File: src/rtl/microwave_cook_ctrl.sv
// Cook-cycle controller: keypad entry of a BCD mm:ss time, countdown driven by
// divider ticks, pause on door/stop, and a timed beeper once cooking completes.
module microwave_cook_ctrl #(
  parameter int TICKS_PER_SEC = 100,
  parameter int BEEP_SECS     = 3
) (
  input  logic        clk,
  input  logic        rst_n,
  input  logic        tick,
  input  logic        key_valid,
  input  logic [3:0]  key_digit,
  input  logic        start,
  input  logic        stop,
  input  logic        door_open,
  output logic [15:0] time_bcd,
  output logic        magnetron_on,
  output logic        beep,
  output logic        done,
  output logic [2:0]  state
);

  localparam int BEEP_TICKS = BEEP_SECS * TICKS_PER_SEC;
  localparam int SUB_W      = $clog2(TICKS_PER_SEC);
  localparam int BEEP_W     = $clog2(BEEP_TICKS);
  localparam logic [SUB_W-1:0]  SUB_LAST  = SUB_W'(TICKS_PER_SEC - 1);
  localparam logic [BEEP_W-1:0] BEEP_LAST = BEEP_W'(BEEP_TICKS - 1);

  localparam logic [2:0] S_IDLE  = 3'd0;
  localparam logic [2:0] S_SET   = 3'd1;
  localparam logic [2:0] S_COOK  = 3'd2;
  localparam logic [2:0] S_PAUSE = 3'd3;
  localparam logic [2:0] S_DONE  = 3'd4;

  logic [2:0]        state_reg, state_next;
  logic [15:0]       time_reg, time_next;
  logic [SUB_W-1:0]  sub_reg, sub_next;
  logic [BEEP_W-1:0] beep_cnt_reg, beep_cnt_next;
  logic              mag_reg, mag_next;
  logic              beep_reg, beep_next;
  logic              done_reg, done_next;
  logic              key_ok;
  logic [15:0]       time_dec;

  assign key_ok = key_valid && (key_digit <= 4'd9);

  // One-second countdown; the seconds-tens digit borrows to 5 so 1:00 -> 0:59,
  // while entered values such as 0090 still step down digit-wise.
  function automatic logic [15:0] bcd_dec(input logic [15:0] t);
    logic [15:0] r;
    r = t;
    if (t[3:0] != 4'd0) begin
      r[3:0] = t[3:0] - 4'd1;
    end else begin
      r[3:0] = 4'd9;
      if (t[7:4] != 4'd0) begin
        r[7:4] = t[7:4] - 4'd1;
      end else begin
        r[7:4] = 4'd5;
        if (t[11:8] != 4'd0) begin
          r[11:8] = t[11:8] - 4'd1;
        end else begin
          r[11:8]  = 4'd9;
          r[15:12] = t[15:12] - 4'd1;
        end
      end
    end
    return r;
  endfunction

  assign time_dec = bcd_dec(time_reg);

  always_ff @(posedge clk or negedge rst_n) begin
    if (!rst_n) begin
      state_reg    <= S_IDLE;
      time_reg     <= '0;
      sub_reg      <= '0;
      beep_cnt_reg <= '0;
      mag_reg      <= 1'b0;
      beep_reg     <= 1'b0;
      done_reg     <= 1'b0;
    end else begin
      state_reg    <= state_next;
      time_reg     <= time_next;
      sub_reg      <= sub_next;
      beep_cnt_reg <= beep_cnt_next;
      mag_reg      <= mag_next;
      beep_reg     <= beep_next;
      done_reg     <= done_next;
    end
  end

  always_comb begin
    state_next    = state_reg;
    time_next     = time_reg;
    sub_next      = sub_reg;
    beep_cnt_next = beep_cnt_reg;
    case (state_reg)
      S_IDLE: begin
        if (key_ok) begin
          time_next  = {time_reg[11:0], key_digit};
          state_next = S_SET;
        end
      end
      S_SET: begin
        if (stop) begin
          time_next  = '0;
          state_next = S_IDLE;
        end else if (start) begin
          if (!door_open && time_reg != 16'd0) begin
            sub_next   = '0;
            state_next = S_COOK;
          end
        end else if (key_ok) begin
          time_next = {time_reg[11:0], key_digit};
        end
      end
      S_COOK: begin
        if (stop || door_open) begin
          state_next = S_PAUSE;
        end else if (tick) begin
          if (sub_reg == SUB_LAST) begin
            sub_next  = '0;
            time_next = time_dec;
            if (time_dec == 16'd0) begin
              beep_cnt_next = '0;
              state_next    = S_DONE;
            end
          end else begin
            sub_next = sub_reg + 1'b1;
          end
        end
      end
      S_PAUSE: begin
        if (stop) begin
          time_next  = '0;
          sub_next   = '0;
          state_next = S_IDLE;
        end else if (start && !door_open) begin
          state_next = S_COOK;
        end
      end
      S_DONE: begin
        time_next = '0;
        if (stop || start || key_valid || door_open) begin
          beep_cnt_next = '0;
          state_next    = S_IDLE;
        end else if (tick) begin
          if (beep_cnt_reg == BEEP_LAST) begin
            beep_cnt_next = '0;
            state_next    = S_IDLE;
          end else begin
            beep_cnt_next = beep_cnt_reg + 1'b1;
          end
        end
      end
      default: begin
        state_next    = S_IDLE;
        time_next     = '0;
        sub_next      = '0;
        beep_cnt_next = '0;
      end
    endcase
  end

  always_comb begin
    mag_next  = (state_next == S_COOK);
    beep_next = (state_next == S_DONE);
    done_next = (state_reg == S_COOK) && (state_next == S_DONE);
  end

  assign state        = state_reg;
  assign time_bcd     = time_reg;
  assign magnetron_on = mag_reg;
  assign beep         = beep_reg;
  assign done         = done_reg;

endmodule
File: config.mk
export PLATFORM = sky130hd
export DESIGN_NAME = microwave_cook_ctrl
export DESIGN_NICKNAME = d
export VERILOG_FILES = /design/src/rtl/microwave_cook_ctrl.sv
export SDC_FILE = /design/constraint.sdc
export NUM_CORES = 1
export LEC_CHECK = 0
export CELL_PAD_IN_SITES_DETAIL_PLACEMENT = 0
export CELL_PAD_IN_SITES_GLOBAL_PLACEMENT = 1
export CORE_MARGIN = 5
export CORE_UTILIZATION = 49
export DETAILED_ROUTE_END_ITERATION = 10
export DONT_BUFFER_PORTS = 1
export MAX_ROUTING_LAYER = met4
export PLACE_DENSITY_LB_ADDON = 0.1
export SETUP_SLACK_MARGIN = 0.2
export SLEW_MARGIN = 10
export SYNTH_ARGS = -nofsm -noshare
export SYNTH_HDL_FRONTEND = slang
export SYNTH_SLANG_ARGS = --single-unit
File: constraint.sdc
create_clock -name clk -period 4.3 [get_ports clk]
set_clock_uncertainty 0.2 [all_clocks]
set_input_delay 0.43 -clock clk [delete_from_list [all_inputs] [get_ports clk]]
set_output_delay 0.43 -clock clk [all_outputs]
set_load 0.02 [all_outputs]
# --- Word-level counts from Yosys, hierarchy flattened ---
# Cells that the tools add are included.
# Widths: inputs -> output; s select.
totals:
  register_bits: 38
classes:
  n_addsub: 6
  magnitude_cmp: 1
  n_eq_ne: 18
  mux: 44
  bitwise: 2
  reduce_logical: 20
op_table:
  columns: ["operator", "n"]
  rows:
  - ["$mux 16", 7]
  - ["$pmux 16 s4", 1]
  - ["$mux 9", 7]
  - ["$mux 7", 7]
  - ["$mux 3", 13]
  - ["$pmux 7 s4", 1]
  - ["$pmux 9 s3", 1]
  - ["$logic_not 16->1", 1]
  - ["$mux 4", 4]
  - ["$ne 2x2->1 const B", 8]
  - ["$reduce_bool 16->1", 1]
  - ["$sub 4x1->4 const B", 4]
  - ["$pmux 3 s5", 1]
  - ["$mux 12", 1]
  - ["$reduce_bool 4->1", 3]
  - ["$add 9x1->9 const B", 1]
  - ["$eq 3x2->1 const B", 3]
  - ["$eq 9x9->1 const B", 1]
  - ["$mux 8", 1]
  - ["$add 7x1->7 const B", 1]
  - ["$eq 7x7->1 const B", 1]
  - ["$reduce_and 7->1", 1]
  - ["$eq 3x3->1 const B", 2]
  - ["$ne 3x3->1 const B", 2]
  - ["other kinds (11)", 18]

# --- Longest topological paths before layout ---
depth:
  depth_word: 12
  ltp_mapped: 8
  ltp_nobuf: 6

# --- Least setup slack after synthesis ---
# Ideal clock, no wire load.
synth_path:
  kind: "flip-flop to flip-flop"
  start: "register time_reg[0] (netlist: time_bcd[0])"
  end: "register sub_reg[0]"
  setup_ps: 127
  t_arrival_ps: 2533
  setup_slack_ps: 1440
  stages_incl_launch_ff: 9
  period_less_slack_ps: 2860
  path_cell_list: "dfrtp_1 -> buf_6 -> or4_4 -> or4_4 -> buf_6 -> o21ai_4 -> and2_1 -> buf_4 -> mux2_1"
synth_between:
  elab_chain_len: 4
synth_rtl:
  columns: ["item", "line", "rtl"]
  rows:
  - ["start, declared", "35", "logic [15:0] time_reg, time_next;"]
  - ["start signal, assigned", "83", "time_reg <= time_next;"]
  - ["$reduce_bool 16->1", "109", "if (!door_open && time_reg != 16'd0) begin"]
  - ["$logic_and 1x1->1", "109", null]
  - ["$ne 2x2->1 (no line)", null, null]
  - ["$reduce_and 7->1 (no line)", null, null]
  - ["end signal, assigned", "84", "sub_reg <= sub_next;"]
  - ["end, declared", "36", "logic [SUB_W-1:0] sub_reg, sub_next;"]
# No other way between the ends.
# A chain may end at the register's enable or synchronous reset.

# --- Final worst setup path ---
# Same ends and word-level chain as after synthesis.

==> results.toml <==
[place]
post-place-ws_ns = 1.28
dp_cells = 353
dp_hpwl_um = 4910
gp_congestion = 0.873
port_buffers = 0

[worst_hold_path]
holdCritPathClass = "in2reg"
hold_path_end = "time_bcd[2]"
hp-start = "key_digit[2]"
hold_path_depth = 2

[sta]
rsz0062_at_grt = "no"
post-route-period-util = 0.707
setup_viol = 0
fin_setup_tns_ns = 0
maxSlewHeadroom = 0.338
tightest_slew_ns = 0.993
hold_viol = 0
slew_viol_final = 0
max_freq_mhz = 329
period_needed_ns = 3.04
worst_slack_ns = 1.26

[pwr]
p_leak_nw = 1.17
ir_drop_mv = 0.381
p_per_area_mw_per_mm2 = 562
sw_frac_of_total = 0.486
p_sw_mw = 0.741
combinationalPowerShare = 0.412
p_seq_frac = 0.423
internal_power_mw = 0.782
total_power_mw = 1.52
pwr-share-clk = 0.166

[critical_path]
rrSetupSlack_ns = 1.26
end_kind = "register"
rr_startpoint = "time_bcd[0]"
crit_path_start_kind = "register"
arrival_ns = 3.02
reg2reg_depth = 5
r2r_end = "sub_reg[0]"
path_max_fanout = 11
worstPathRequired_ns = 4.28
path_class = "reg2reg"

[clock_tree]
htreeDepth = 2
clockBufferDepth = 2
clock-sinks = 38
cts_made_buffers = 5
cts-root-buf = "clkbuf_8"
clk-insertion-delay-late_ns = 0.29
clkTransAtPathRegs_ns = 0.08
cts_tree = "done"

[synth]
synth_nets = 316
synthTopCellsByArea = "dfrtp_1 (36%), nor4_1 (4.1%), a21oi_1 (3.8%), o21ai_0 (3.6%), a211o_1 (3.0%)"
syn_avg_cell_area_um2 = 8.68
synth_edf_count = 0
ys_seq_area_frac = 0.364
synth.top_cell.area_share = 0.364
synth_top_cell_by_area = "dfrtp_1"
syn_area_mm2 = 0.00261
synth_async_sr_flop_share = 1.00
yosys_warnings = 0
synth_cells = 301
yosys.cell_types.count = 59
synth_ff_type = "dfrtp_1"
synth-seq-cells = 38

[die]
die_h_um = 83.0
start_util = 0.508
row_count = 26
die_w_um = 83.0
core_area_mm2 = 0.00514
ios = 33
fp.dieArea_mm2 = 0.00689

[layout]
fillers = 514
diodes = 0
finalNonFillerCells = 361
final_cell_mix = "dfrtp_1 (38), nand2_1 (20), a21oi_1 (20)"
finalNetCount = 307
layout_commonest_cell = "dfrtp_1"
syn_to_final_growth_pct = 3.78
layout-drive-gt1-share = 0.0893
largest_reg_flops = 16

[job]
cap_violations = 0

[drt]
drt_pass1_iterations = 4
num_vias = 2368
drt-initial-drc-count = 117
vias_per_cell = 6.56
wl_per_cell_um = 19.1
ant_nets = 0
wl_um = 6910
drc = 0

[global_routing]
antenna_found_initial = 0
grt_pass1_wl_um = 11700
grt_usage = 0.210
grt_overflow = 0
grt_max_degree = 39
grt_pass1_vias = 2226

[outcome]
status = "finished clean"
-- stage by stage --
stage / cell area, um2 / hold WS [ns] / util
floorplan: 2610 / -0.0656 / -
global placement: 2600 / -0.0647 / 0.506
detailed placement: 2600 / -0.0647 / 0.506
CTS: 2710 / 0.139 / 0.528
global route: 2710 / 0.153 / 0.528
finish: 2710 / 0.144 / 0.528
-- layer usage --
metal / wire (um) / track usage / up-vias
met5: 0 / - / -
met4: 46 / 0.0446 / 0
met3: 550 / 0.0505 / 4
met2: 3110 / 0.319 / 81
met1: 3200 / 0.286 / 1147
li1: - / - / 1136
-- critical path: stages (launching register included) --
cell and delay, ns:
dfrtp_1 0.56, or4_4 0.67, or4_4 0.60, o21ai_4 0.26, and2_1 0.30, mux2_1 0.34
-- power by group through the flow --
stage	Sequential, mW	Clock [mW]	Combinational [mW]
after floorplan	0.576	0	0.570
after global placement	0.650	0	0.613
after detailed placement	0.650	0	0.610
after CTS	0.643	0.257	0.624
after global routing	0.661	0.268	0.702
final	0.643	0.252	0.627
-- layout make-up --
| class | count | area [um2] | area share |
|---|---|---|---|
| Multi-Input combinational cell | 237 | 1520 | 0.562 |
| Sequential cell | 38 | 951 | 0.351 |
| Tap cell | 70 | 87.6 | 0.0323 |
| Clock buffer | 6 | 82.6 | 0.0305 |
| Timing Repair Buffer | 4 | 45.0 | 0.0166 |
| Inverter | 6 | 22.5 | 0.00831 |
-- synthesized netlist by cell type (5+ instances only) --
cell / count
dfrtp_1: 38
a21oi_1: 20
nand2_1: 20
o21ai_0: 19
nor4_1: 17
nor2_1: 16
and3_1: 12
nor3_1: 11
nand3_1: 10
a211o_1: 9
clkbuf_1: 9
o21ai_1: 8
a31oi_1: 6
inv_1: 6
nand3b_1: 6
nand4_1: 5
or2_2: 5
-- worst max-delay path by stage --
stage                      startpoint    endpoint  slack, ns
after floorplan           time_bcd[0]  sub_reg[0]       1.44
final                     time_bcd[0]  sub_reg[0]       1.26
after global routing      time_bcd[0]  sub_reg[0]       1.14
after detailed placement  time_bcd[0]  sub_reg[0]       1.28
after CTS                 time_bcd[0]  sub_reg[0]       1.28
after global placement    time_bcd[0]  sub_reg[0]       1.30
-- kinds of logic (layout without fill, tap and decap cells) --
family,count (synthesis),count (layout),share of synthesized area
fa+ha+maj,4,4,0.0192
mux,3,3,0.0125
xor+xnor,1,1,0.00335
simple gates,134,134,0.299
flops,38,38,0.364
compound gates,95,95,0.249
buf+inv,26,16,0.0532
-- repair_timing --
action                                 4_1_cts  5_1_grt
resized for setup                            0        0
setup buffers                                0        0
endpoints found under the hold margin       38        0
hold buffers                                 2        0
Power figures use the tool's default switching activity.
